<file path="src/rtl/serial_adder.sv">
// Bit-serial adder: one full-adder slice plus a carry flop, LSB first, WIDTH cycles per add.
// Optional signed-overflow output is enabled by defining SERIAL_ADDER_OVF_EN.
module serial_adder #(
   parameter int WIDTH = 8
) (
   input  logic             clk,
   input  logic             rst_n,
   input  logic             start,
   input  logic [WIDTH-1:0] a,
   input  logic [WIDTH-1:0] b,
   input  logic             cin,
   output logic             busy,
   output logic             done,
   output logic [WIDTH-1:0] sum,
`ifdef SERIAL_ADDER_OVF_EN
   output logic             ovf,
`endif
   output logic             cout
);

   localparam int CW = $clog2(WIDTH + 1);

   typedef enum logic [1:0] {
      ST_IDLE = 2'd0,
      ST_RUN  = 2'd1,
      ST_DONE = 2'd2
   } state_e;

   state_e state_q, state_d;

   logic [WIDTH-1:0] shift_a_q, shift_a_d;
   logic [WIDTH-1:0] shift_b_q, shift_b_d;
   logic [WIDTH-1:0] acc_q, acc_d;
   logic [WIDTH-1:0] sum_q, sum_d;
   logic [CW-1:0]    count_q, count_d;
   logic             carry_q, carry_d;
   logic             cout_q, cout_d;
   logic             ovf_q, ovf_d;

   logic accept;
   logic last_bit;
   logic bit_s;
   logic bit_c;

   // start is only honoured outside RUN, so a mid-operation request is dropped.
   assign accept   = start && (state_q != ST_RUN);
   assign last_bit = (state_q == ST_RUN) && (count_q == CW'(WIDTH - 1));

   assign bit_s = shift_a_q[0] ^ shift_b_q[0] ^ carry_q;
   assign bit_c = (shift_a_q[0] & shift_b_q[0]) |
                  (shift_a_q[0] & carry_q) |
                  (shift_b_q[0] & carry_q);

   // State register
   always_ff @(posedge clk or negedge rst_n) begin
      if (!rst_n) begin
         state_q <= ST_IDLE;
      end else begin
         state_q <= state_d;
      end
   end

   // Next-state logic
   always_comb begin
      state_d = state_q;
      unique case (state_q)
         ST_IDLE: if (start) state_d = ST_RUN;
         ST_RUN:  if (last_bit) state_d = ST_DONE;
         ST_DONE: state_d = start ? ST_RUN : ST_IDLE;
         default: state_d = ST_IDLE;
      endcase
   end

   // Output logic
   always_comb begin
      busy = (state_q == ST_RUN);
      done = (state_q == ST_DONE);
   end

   always_comb begin
      shift_a_d = shift_a_q;
      shift_b_d = shift_b_q;
      acc_d     = acc_q;
      sum_d     = sum_q;
      count_d   = count_q;
      carry_d   = carry_q;
      cout_d    = cout_q;
      ovf_d     = ovf_q;
      if (accept) begin
         shift_a_d = a;
         shift_b_d = b;
         carry_d   = cin;
         count_d   = '0;
      end else if (state_q == ST_RUN) begin
         shift_a_d = shift_a_q >> 1;
         shift_b_d = shift_b_q >> 1;
         acc_d     = {bit_s, acc_q[WIDTH-1:1]};
         carry_d   = bit_c;
         count_d   = count_q + CW'(1);
         if (last_bit) begin
            sum_d  = {bit_s, acc_q[WIDTH-1:1]};
            cout_d = bit_c;
            // carry_q is the carry into the MSB slice on the final bit.
            ovf_d  = carry_q ^ bit_c;
         end
      end
   end

   always_ff @(posedge clk or negedge rst_n) begin
      if (!rst_n) begin
         shift_a_q <= '0;
         shift_b_q <= '0;
         acc_q     <= '0;
         sum_q     <= '0;
         count_q   <= '0;
         carry_q   <= 1'b0;
         cout_q    <= 1'b0;
         ovf_q     <= 1'b0;
      end else begin
         shift_a_q <= shift_a_d;
         shift_b_q <= shift_b_d;
         acc_q     <= acc_d;
         sum_q     <= sum_d;
         count_q   <= count_d;
         carry_q   <= carry_d;
         cout_q    <= cout_d;
         ovf_q     <= ovf_d;
      end
   end

   assign sum  = sum_q;
   assign cout = cout_q;
`ifdef SERIAL_ADDER_OVF_EN
   assign ovf  = ovf_q;
`else
   logic unused_ovf;
   assign unused_ovf = ovf_q;
`endif

endmodule
</file>
<file path="config.mk">
export PLATFORM = sky130hd
export DESIGN_NAME = serial_adder
export DESIGN_NICKNAME = d
export VERILOG_FILES = /design/src/rtl/serial_adder.sv
export SDC_FILE = /design/constraint.sdc
export NUM_CORES = 1
export LEC_CHECK = 0
export ABC_AREA = 1
export BUFFER_PORTS_ARGS = -buffer_cell sky130_fd_sc_hd__buf_2
export CAP_MARGIN = 20
export CORE_UTILIZATION = 55
export CTS_CLUSTER_DIAMETER = 120
export DETAILED_ROUTE_END_ITERATION = 12
export PLACE_DENSITY = 0.79
export SLEW_MARGIN = 25
export SYNTH_ARGS = -nofsm -noshare
export SYNTH_HDL_FRONTEND = slang
export SYNTH_SLANG_ARGS = --single-unit
</file>
<file path="constraint.sdc">
create_clock -name clk -period 3 [get_ports clk]
set_input_delay 0.45 -clock clk [delete_from_list [all_inputs] [get_ports clk]]
set_output_delay 0.45 -clock clk [all_outputs]
set_load 0.005 [all_outputs]
</file>
## Word-level counts from Yosys, hierarchy flattened

Cells that the tools add are included.

- Register bits: 40
- Bits in latches: 0
- Memory bits (writable): 0
- Bits in read-only memories: 0
- Bits of input ports: 20
- Word-level logic and storage cells: 42
- Memories: 0

- Add/subtract/negate cells: 1
- Multipliers: 0
- Div/mod/pow operators: 0
- Order comparisons: 0
- Equality and inequality tests: 6
- Shift operators: 0
- Mux-type cells: 12
- Bitwise logic cells: 8
- Reduce and logical (&&, ||, !) cells: 7

Operator list:

| operator | number |
|---|---|
| 2-to-1 mux 8 bit | 4 |
| 2-to-1 mux 4 bit | 2 |
| case mux 2 bit (3 select lines) | 1 |
| adder 4 x 1 -> 4 bit (second input constant) | 1 |
| == test 4 x 3 -> 1 bit (second input constant) | 1 |
| 2-to-1 mux 2 bit | 2 |
| != test 2 x 1 -> 1 bit (second input constant) | 2 |
| AND reduction 2 bit | 2 |
| AND 1 bit | 3 |
| 2-to-1 mux 1 bit | 3 |
| AND reduction 3 bit | 1 |
| == test 2 x 1 -> 1 bit (second input constant) | 1 |
| == test 2 bit (second input constant) | 1 |
| logical AND 1 bit | 2 |
| logical NOT 2 bit | 1 |
| != test 2 bit (second input constant) | 1 |
| bitwise OR 1 bit | 2 |
| nonzero test 2 bit | 1 |
| bitwise XOR 1 bit | 2 |
| NOT 1 bit | 1 |

## Logic depth before layout (Yosys ltp)

Gate-level depths: netlist of the first run.

- Depth in word-level cells: 5
- Mapped depth: 7
- Mapped depth without buffers: 7

## Worst setup path before layout of the first run

OpenSTA, ideal clock, no wires.

- Path type: reg-to-reg
- Start point: register count_q[0]
- End point: register sum_q[7], in the netlist sum[7]
- Arrival time: 1.103 ns
- Data required time: 2.883 ns
- Setup slack: 1.780 ns
- Cell stages (with the launch flop): 8
- Buffers on the path: 1
- Path through: dfrtp_1 -> ha_1 -> nand2_1 -> nor2_1 -> nand2_2 -> buf_6 -> nand2_1 -> o21ai_2

- Longest elaborated chain between the ends: 3

Ends and longest elaborated chain:

| what | line | text |
|---|---|---|
| start: declaration | 35 | `logic [CW-1:0] count_q, count_d;` |
| start signal: assignment | 124 | `count_q <= count_d;` |
| == test 4 x 3 -> 1 bit | 47 | `assign last_bit = (state_q == ST_RUN) && (count_q == CW'(WIDTH - 1));` |
| logical AND 1 bit | 47 |  |
| AND reduction 3 bit (no line) | n/a |  |
| end signal: assignment | 123 | `sum_q <= sum_d;` |
| end: declaration | 34 | `logic [WIDTH-1:0] sum_q, sum_d;` |

No other way between the ends.
A chain may end at the register's enable or synchronous reset.

## Worst setup path after layout of the first run

- Start point: register state_q[1]
- End point: output busy

- Longest elaborated chain between the ends: 1

Ends and longest elaborated chain:

| what | line | text |
|---|---|---|
| start: declaration | 29 | `state_e state_q, state_d;` |
| start signal: assignment | 59 | `state_q <= state_d;` |
| == test 2 x 1 -> 1 bit | 76 | `busy = (state_q == ST_RUN);` |
| end: declaration | 12 | `output logic busy,` |

No other way between the ends.

==> results.txt, run 1 <==
The post-layout total power came out at 1.96 mW. The core region is 2830 um2. For the pin with the worst max-slew slack, the measured transition is 0.947 ns. The global placement routability congestion came out at 0.780.

Static timing analysis puts the maximum clock frequency at 534 MHz. Walking the worst path, the cells encountered are nor2_4 > buf_2. The via density per instance is 5.32. The overall track demand over capacity in global routing came out at 0.217.

The maximum number of pins on one net before global-route repair came out at 40. The number of slew-limit violations in the final report is 0. The later pin in the worst-skew pair is clocked with a latency of 0.35 ns. The dominant combinational cell family by area after synthesis is simple AND/OR/NAND/NOR gates. For the worst setup path, the data required time is 2.55 ns. The die is 57.3 um tall.

The detailed-route wire length came out at 3050 um. In this run the worst path has a maximum fanout of 23. The average detailed-routed wire length per instance is 12.2 um. The initial antenna violation count came out at 0. The number of synthesized register bits is 39. The area of the die is 3280 um2.

The flow ran to the end, but the final reports show violations. The post-CTS setup buffer count came out at 0. The xor/xnor share of the synthesized area came out at 0. The number of fill cells is 236. At the worst endpoint, the arrival time is 1.42 ns. The first-pass GRT wire length is 5270 um.

The worst reg-to-reg path cell count is 5. On the critical path the largest part of the delay comes from flip-flops. 0 antenna diodes ended up in the layout. The clock drives 39 sinks. The per-instance average area after synthesis came out at 8.94 um2. The endpoint identified for the worst register-to-register timing path is count_q[0]. The post-layout utilization of the core is 0.682. The sum of buffers and inverters on the critical path came out at 1. The fraction of the mapped netlist area in simple logic gates is 0.267. STA classifies the critical path startpoint as a register. The maximum clock insertion buffer count came out at 2.

In the finished design, the share of the clock period the worst path needs comes to 0.624. Setup repair after global routing left no endpoint under its margin. The share of the Yosys chip area taken by registers is 0.581. The clock slew at the register clock pins of the worst setup and hold paths is 0.12 ns. The count of nets left with antenna violations after detail routing is 0. The number of clock buffers inserted by TritonCTS is 5. The deepest level of the CTS H-tree is 2. STA classifies the critical path endpoint as an output port. The library cell used as clock root buffer is clkbuf_4.

The library cell contributing the largest single delay on the critical path is dfrtp_1. Row generation in the floorplan step produced 19 rows. The path class of the tightest hold or removal check is in -> async. Synthesis handed over a netlist of 188 instances. The fraction of final layout cells sized beyond drive strength 1 came out at 0.225. The relative slew slack is 0.367.

The worst register-to-register path begins at state_q[1]. Gates resized during post-CTS repair numbered 0. The post-synthesis mux area share came out at 0.

Setup violations remaining at the end of the flow were counted as 0. The count of buffers from port buffering is 30. The reg2reg setup slack is 1.33 ns. The routed design could run at a clock period as short as 1.87 ns. The total congestion overflow after global routing is 0.

The worst vdd rail ir drop is 0.471 mV. The final-stage net count came out at 239. The floorplan die width came out at 57.3 um. The number of global-route vias before repair was 1222. The synthesized-area fraction occupied by adder cells came out at 0.0194. The complex-gate fraction of the synthesized area came out at 0.0730. The Yosys step of the flow raised 0 warnings.

The synthesis-to-finish area growth came out at 14.8%. The library cells used most frequently in the layout, excluding fill and tap cells, are 66 x nand2_1, 39 x dfrtp_1, 31 x nand3_1. The initial core utilization is 0.594. The detailed placement HPWL came out at 2110 um. The worst clock skew came out at 0.00708 ns. The power density over the cells is 1010 nW/um2. The most frequent standard cell in the layout excluding fill and tap cells is nand2_1. The first TritonRoute pass finished after 8 iterations. The cts-stage hold buffer count is 0. For this block, the via count after detailed routing is 1325.

The max-capacitance violation count is 0. The count of unique library cells instantiated by Yosys is 20. The final hold violation count is 0. The number of placed I/O pins is 31. The residual DRC count came out at 1. TritonCTS built the clock tree.

After routing, the total negative slack on setup checks comes to 0 ns. The leakage power figure is 1.02 nW. For this run, the slowest stage of the critical path takes 0.43 ns.

The number of DRC markers after the initial detailed-route iteration came out at 77. The final reports fail on design-rule violations. The synthesized net count came out at 210. The critical path is of the reg -> out type. The synthesized netlist occupies a cell area of 1680 um2.
logic make-up (layout without fill, tap and decap cells):
kind of cell / count (synthesis) / in the layout
adders and majority gates: 2 / 2
AOI/OAI and AO/OA: 19 / 19
and+or+nand+nor: 105 / 105
DFF: 39 / 39
buffers and inverters: 23 / 53
routing by layer:
layer	wire length, um	share of wire	track usage
met1	1320	0.43	0.258
met2	1550	0.51	0.375
met5	0	0	0
met4	51	0.017	0.0732
met3	133	0.044	0.0680
worst max path at each step:
stage	startpoint	to	slack, ns	depth (start not counted)
finish	state_q[1]	busy	1.13	2
global placement	state_q[1]	count_q[0]	1.44	5
detailed placement	state_q[1]	count_q[0]	1.37	5
global route	state_q[1]	busy	1.02	2
floorplan	count_q[0]	sum[7]	1.78	7
CTS	state_q[1]	busy	1.11	2
area by class of cell:
| type | instances | area [um2] | share of cell area |
|---|---|---|---|
| Clock buffer | 5 | 37.5 | 0.0195 |
| Clock inverter | 3 | 67.6 | 0.0350 |
| Inverter | 15 | 56.3 | 0.0292 |
| Multi-Input combinational cell | 126 | 603 | 0.313 |
| Sequential cell | 39 | 976 | 0.506 |
| Tap cell | 31 | 38.8 | 0.0201 |
| Timing Repair Buffer | 30 | 150 | 0.0778 |
metrics by stage:
step / instances / cell area [um2] / setup WS, ns / hold WS, ns
after detailed placement: 241 / 1820 / 1.37 / 0.465
after global placement: 241 / 1820 / 1.44 / 0.457
after floorplan: 188 / 1680 / 1.78 / 0.154
after CTS: 249 / 1930 / 1.11 / 0.205
after global routing: 249 / 1930 / 1.02 / 0.236
final: 249 / 1930 / 1.13 / 0.187
synthesized netlist by cell type:
cell	n	area, um2
nand3_1	31	155
o22ai_1	1	6.26
buf_6	1	11.3
nand4_1	1	6.26
o21ai_2	7	61.3
o21ai_0	9	45.0
nand2_1	66	248
dfrtp_1	39	976
nand2_2	1	6.26
ha_1	1	12.5
buf_2	6	30.0
nor2_2	1	6.26
nor2_4	1	11.3
nor2_1	4	15.0
clkbuf_1	1	3.75
o21ai_1	1	5.00
fa_1	1	20.0
inv_2	1	3.75
a21oi_1	1	5.00
inv_1	14	52.6
where the power goes:
part / internal [mW] / total [mW] / switching (mW) / leakage, nW
clock network: 0.259 / 0.438 / 0.179 / 0.0514
logic: 0.242 / 0.644 / 0.402 / 0.473
registers: 0.746 / 0.874 / 0.128 / 0.495
total: 1.25 / 1.96 / 0.708 / 1.02
state kept, by name, summed over array words and instances (netlist names):
register,count
shift_a_q,8
shift_b_q,8
sum,8
acc_q,7
count_q,4
state_q,2
carry_q,1
cout,1
worst register-to-register path: stages (launching register included):
cell     delay [ns]
dfrtp_1        0.42
inv_1          0.07
nand2_1        0.70
o21ai_0        0.19
o21ai_0        0.12
inv_1          0.06
(Power assumes the default switching activity.)
==> run 2, diff against run 1 <==
ABC_AREA = 0   (was 1)
CORE_UTILIZATION = 49   (was 55)
PLACE_DENSITY = 0.75   (was 0.79)
clock period = 1.64 ns   (was 3 ns; I/O delays follow)
==> results.txt, run 2 <==
The worst reg-to-reg path cell count is 5 (unchanged). The number of slew-limit violations in the final report came out at 0 (unchanged). The deepest level of the CTS H-tree came out at 2 (unchanged). The total via count in the routed design is 1151 (-13%). The per-instance average area after synthesis is 11.3 um2 (+27%). The placed standard-cell area came out at 1920 um2 (+5.1%).

The number of DRC markers after the initial detailed-route iteration is 29 (-62%). The biggest fanout along the worst timing path came out at 13 (-43%). The cell row count came out at 20 (+1). The instance count after placement with tap cells included came out at 220 (-8.7%).

The final-stage net count came out at 209 (-13%). The area fraction of the dominant cell type after synthesis is 0.583 (+0.00173). The post-layout utilization of the core is 0.642 (-0.0403). The non-filler instance count after layout was 232 (-6.8%). The post-layout total power is 3.27 mW (+67%). The worst hold path belongs to the class in -> reg. The data required time of the worst path came to 1.39 ns (-1.16 ns).

In this run the critical register-to-register path is launched from count_q[0]. The share of flip-flops with an asynchronous set or reset after synthesis came out at 1.00 (unchanged). Among all flip-flop cells after synthesis, the most frequent one is dfrtp_1. The overall track demand over capacity in global routing is 0.186 (-0.0312). The maximum clock insertion buffer count is 2 (unchanged). The critical path is of the reg -> out type. In the synthesized netlist, the cells that appear most often are 39 x dfrtp_1, 39 x nand2_1, 18 x mux2i_1.

The final number of setup-violating endpoints is 0 (unchanged). The fraction of final layout cells sized beyond drive strength 1 came out at 0.324 (+0.0997). TritonCTS built the clock tree.

The number of warnings reported in the yosys synthesis log came out at 0 (unchanged). The final period utilization came out at 0.932. The leakage power figure is 1.03 nW (+1.4%). The final instance area came out at 2020 um2 (+4.9%).

The number of synthesized register bits came out at 39 (unchanged). STA classifies the critical path startpoint as a register. The portion of the post-synthesis area used by sequential elements came out at 0.583 (+0.00173). The worst clock skew is 0.00555 ns (-0.00153 ns). The clock latency on the worst-skew pair came out at 0.35 ns (about the same). The first-pass GRT wire length is 4950 um (-6.1%). The peak clock frequency supported by timing is 654 MHz. The detailed-route wire length came out at 2870 um (-5.8%). In this run the critical register-to-register path is captured at sum[3].

The number of global-route vias before repair is 1135 (-7.1%). The synthesized net count is 170 (-19%). The number of sinks handled by clock tree synthesis is 39 (unchanged).

The worst hold slack across all endpoints is 0.160 ns (-0.0264 ns). The area of the die is 3660 um2 (+11%). The clock slew at the register clock pins of the worst setup and hold paths is 0.11 ns (about the same). The transition at the pin with the smallest max-transition slack was 0.468 ns (-0.479 ns).

The final worst-path setup slack came out at 0.112 ns (-1.02 ns). The antenna diode count came to 0 (unchanged). By area the synthesized netlist is led by dfrtp_1 58%, mux2i_1 11%, nand2_1 8.7%, mux2_2 7.4%, o21ai_0 5.1%. The biggest area contributor in the post-synthesis netlist is dfrtp_1. The die outline height came to 60.5 um (+5.6%). The worst hold path was traced through 3 stages.

The time the worst path needs with I/O delays and setup is 1.53 ns. The power density over the cells is 1610 nW/um2 (+59%). The via density per instance is 4.96 (-6.8%). The number of search-and-repair iterations in the first detailed-routing pass is 4 (-4). The detailed placement HPWL is 2040 um (-3.6%). The worst slack at placement is 0.0636 ns (-1.31 ns). The average detailed-routed wire length per instance is 12.4 um (+1.1%). The top cell types in the final layout, fill and taps aside, are 39 x nand2_1, 39 x dfrtp_1, 30 x buf_2. The number of flops mapped to enable cells by yosys is 0 (unchanged). The synthesis-to-finish area growth came out at 20.8%.

The residual DRC count came out at 0 (-1). Clock tree synthesis selected as its root buffer the cell clkbuf_4. The total negative setup slack came out at 0 ns (unchanged). The area of the core is 3150 um2 (+11%).

The maximum number of pins on one net before global-route repair came out at 40 (unchanged). The reg2reg setup slack is 0.11 ns (-1.22 ns). The relative slew slack came out at 0.688 (+0.321). The arrival time reported for the critical path endpoint came out at 1.28 ns (-0.14 ns). The initial core utilization came out at 0.531 (-0.0626). The worst vdd rail ir drop is 0.933 mV (+98%). The global placement routability congestion is 0.831 (+6.6%). The number of clock buffers inserted by TritonCTS is 5 (unchanged).

The floorplan die width came out at 60.5 um (+5.6%). The number of placed I/O pins came out at 31 (unchanged). Setup repair after global routing left no endpoint under its margin. The critical path endpoint category is an output port. The flow ran to the end, and the final reports show no timing, DRC or antenna violations. The critical hold path startpoint is b[7]. The area of the mapped netlist is 1680 um2 (-0.30%).

The count of nets left with antenna violations after detail routing came out at 0 (unchanged). The total congestion overflow after global routing came to 0 (unchanged). The max-capacitance violation count came out at 0 (unchanged).

The count of buffers from port buffering was 30 (unchanged). The initial antenna violation count came out at 0 (unchanged). The worst hold endpoint is shift_b_q[7]. The post-synthesis cell count is 148 (-21%). The final hold violation count is 0 (unchanged). The count of unique library cells instantiated by Yosys came to 21 (+5.0%).
[run 2: worst max-delay path by stage]
| stage | slack (ns) | cells past startpoint | endpoint | startpoint |
|---|---|---|---|---|
| after floorplan | 0.21 | 4 | cout | count_q[0] |
| after global placement | 0.13 | 5 | sum[3] | count_q[0] |
| after detailed placement | 0.06 | 5 | sum[3] | count_q[0] |
| after CTS | 0.02 | 3 | busy | state_q[0] |
| after global routing | 0.003 | 5 | sum[3] | count_q[1] |
| final | 0.11 | 3 | busy | state_q[1] |
[run 2: logic make-up after synthesis]
logic type,after synthesis,synth area share
AOI/OAI and AO/OA,19,0.0605
adders and majority gates,2,0.0194
buffers and inverters,10,0.0246
DFF,39,0.583
muxes,29,0.181
and+or+nand+nor,49,0.131
[run 2: repair_timing]
| item | 4_1_cts | 5_1_grt |
|---|---|---|
| resized for setup | 1 | 2 |
| setup buffers | 0 | 3 |
| setup endpoints to repair | 1 | 7 |
| pin swaps | 0 | 1 |
| hold endpoints to repair | 39 | 0 |
| hold buffers | 1 | 0 |
[run 2: metal layers]
metal | up-vias | track usage | wire, um
met5 | - | 0 | 0
met4 | 0 | 0.0682 | 39
met3 | 6 | 0.0576 | 150
met2 | 29 | 0.289 | 1320
met1 | 538 | 0.247 | 1370
li1 | 578 | - | -
[run 2: final cells by class]
| class | instances | area, um2 |
|---|---|---|
| clock buffer | 8 | 68.8 |
| fill | 290 | 1130 |
| inverter | 2 | 10.0 |
| multi-input combinational | 99 | 661 |
| sequential | 39 | 976 |
| tap | 44 | 55.1 |
| timing repair buffer | 40 | 253 |
[run 2: report_power, final]
part / internal, mW / switching (mW) / leakage [nW]
clock: 0.252 / 0.295 / 0.0386
combinational: 0.563 / 0.562 / 0.494
sequential: 1.34 / 0.251 / 0.501
[run 2: critical path: stages (launching register included)]
cell	delay, ns
dfrtp_1	0.42
nand2b_4	0.23
inv_4	0.16
buf_2	0.13
==> run 3, diff against run 2 <==
SETUP_SLACK_MARGIN = 0.15   (was unset)
==> results.txt, run 3 (synthesis gave the netlist of run 2 again) <==
The flow ran to the end, and the final reports show no timing, DRC or antenna violations. The global placement routability congestion is 0.831 (unchanged). STA classifies the critical path endpoint as an output port. The final period utilization is 0.885 (-0.0467). The number of placed I/O pins is 31 (unchanged).

The number of DRC markers after the initial detailed-route iteration came out at 30 (+3.4%). The number of global-route vias before repair is 1156 (+1.9%). The area of the core came to 3150 um2 (unchanged).

The most frequent standard cell in the layout excluding fill and tap cells is dfrtp_1. The leakage power figure was 1.08 nW (+4.3%). The fraction of final layout cells sized beyond drive strength 1 came out at 0.351 (+0.0260). The reg2reg setup slack is 0.21 ns (+0.10 ns). The arrival time reported for the critical path endpoint was 1.21 ns (-0.07 ns). The power density over the cells was 1640 nW/um2 (+1.7%). The placed standard-cell area is 1920 um2 (unchanged). The relative slew slack is 0.686 (-0.00136).

The worst clock skew is 0.00696 ns (+0.00140 ns). The worst slack at placement came out at 0.0636 ns (unchanged). The maximum clock insertion buffer count came to 2 (unchanged). The library cells used most frequently in the layout, excluding fill and tap cells, are 39 x dfrtp_1, 38 x nand2_1, 30 x buf_2. The floorplan die width came to 60.5 um (unchanged). The transition at the pin with the smallest max-transition slack came out at 0.470 ns (+0.00204 ns). The worst vdd rail ir drop came out at 0.996 mV (+6.8%). The setup path with the least slack is of type reg -> out. The post-layout utilization of the core is 0.667 (+0.0254). Compared with the post-synthesis result, the final layout area differs by 25.5%.

The total congestion overflow after global routing was 0 (unchanged). The max-capacitance violation count is 0 (unchanged). The number of slew-limit violations in the final report is 0 (unchanged). The clock latency on the worst-skew pair came out at 0.34 ns (about the same). The final instance area was 2100 um2 (+4.0%). The total negative setup slack came out at 0 ns (unchanged). The count of nets left with antenna violations after detail routing came out at 0 (unchanged). The overall track demand over capacity in global routing is 0.190 (+0.00455). The first-pass GRT wire length came out at 5060 um (+2.2%).

The number of search-and-repair iterations in the first detailed-routing pass is 4 (unchanged). The via density per instance is 4.91 (-1.1%). The area of the die came to 3660 um2 (unchanged).

The deepest level of the CTS H-tree came out at 2 (unchanged). The average detailed-routed wire length per instance came out at 12.8 um (+3.2%). The library cell used as clock root buffer is clkbuf_4. The residual DRC count is 0 (unchanged).

The detailed-route wire length is 3040 um (+5.9%). The initial core utilization came out at 0.531 (unchanged). The final worst-path setup slack came out at 0.188 ns (+0.0765 ns). The final hold violation count is 0 (unchanged). The time the worst path needs with I/O delays and setup was 1.45 ns (-0.0765 ns).

The count of buffers from port buffering came out at 30 (unchanged). The final number of setup-violating endpoints came out at 0 (unchanged). Setup repair after global routing could not meet its margin everywhere. The antenna diode count came out at 0 (unchanged). The biggest fanout along the worst timing path was 11 (-2). The critical path's largest stage delay came out at 0.45 ns (+0.03 ns). The detailed placement HPWL is 2040 um (unchanged). The slowest stage of the critical path belongs to the cell dfrtp_1.

The number of clock buffers inserted by TritonCTS is 5 (unchanged). The clock slew at the register clock pins of the worst setup and hold paths came out at 0.11 ns (about the same). The data required time of the worst path is 1.39 ns (about the same).

The worst min-delay path category is in -> reg. The initial antenna violation count came out at 0 (unchanged). Walking the worst path, the cells encountered are nand2b_4 > clkinv_4 > buf_2.

The final-stage net count came to 215 (+2.9%). The maximum number of pins on one net before global-route repair came to 40 (unchanged). The total via count in the routed design came out at 1168 (+1.5%). The worst setup path is launched from a register. The peak clock frequency supported by timing came out at 689 MHz (+5.3%). The cell row count is 20 (unchanged). TritonCTS built the clock tree. The die outline height was 60.5 um (unchanged). The number of sinks handled by clock tree synthesis is 39 (unchanged).
[run 3: worst paths after layout]
kind	from	to	depth (start not counted)
max	state_q[0]	busy	3
min	b[7]	shift_b_q[7]	3
max reg2reg	state_q[1]	sum[6]	4
min reg2reg	shift_a_q[6]	shift_a_q[5]	2
max in group asynchronous	rst_n	sum[6]	3
min in group asynchronous	rst_n	shift_a_q[7]	3
[run 3: layout make-up]
type                       instances  area (um2)
timing repair buffer              46         309
clock buffer                       8        68.8
tap                               44        55.1
multi-input combinational         99         682
sequential                        39         976
inverter                           2        12.5
fill                             270        1050
[run 3: what timing repair did]
| action | in CTS | in global routing |
|---|---|---|
| pin swaps | 1 | 2 |
| endpoints found under the hold margin | 39 | 0 |
| hold buffers | 1 | 0 |
| endpoints found under the setup margin | 19 | 9 |
| setup buffers | 5 | 4 |
| gates resized for setup | 3 | 7 |
[run 3: power breakdown]
group / internal (mW) / switching (mW) / leakage (nW)
registers: 1.34 / 0.265 / 0.501
clock network: 0.252 / 0.296 / 0.0386
logic: 0.683 / 0.614 / 0.539
[run 3: critical path: cells and delay by family (launching register included)]
kind / cells / cell delay (ns)
buf+inv: 2 / 0.27
flops: 1 / 0.45
simple gates: 1 / 0.14
[run 3: per-layer routing]
metal  global-route usage  part of all wire
met1                0.251              0.48
met5                    0                 0
met2                0.300              0.47
met4               0.0682             0.013
met3               0.0576             0.041
[run 3: metrics by stage]
stage | instances | hold slack (ns) | power (mW)
after floorplan | 148 | -0.0496 | 2.28
after global placement | 220 | 0.317 | 2.64
after detailed placement | 220 | 0.321 | 2.70
after CTS | 234 | 0.147 | 3.35
after global routing | 238 | 0.184 | 3.71
final | 238 | 0.165 | 3.45
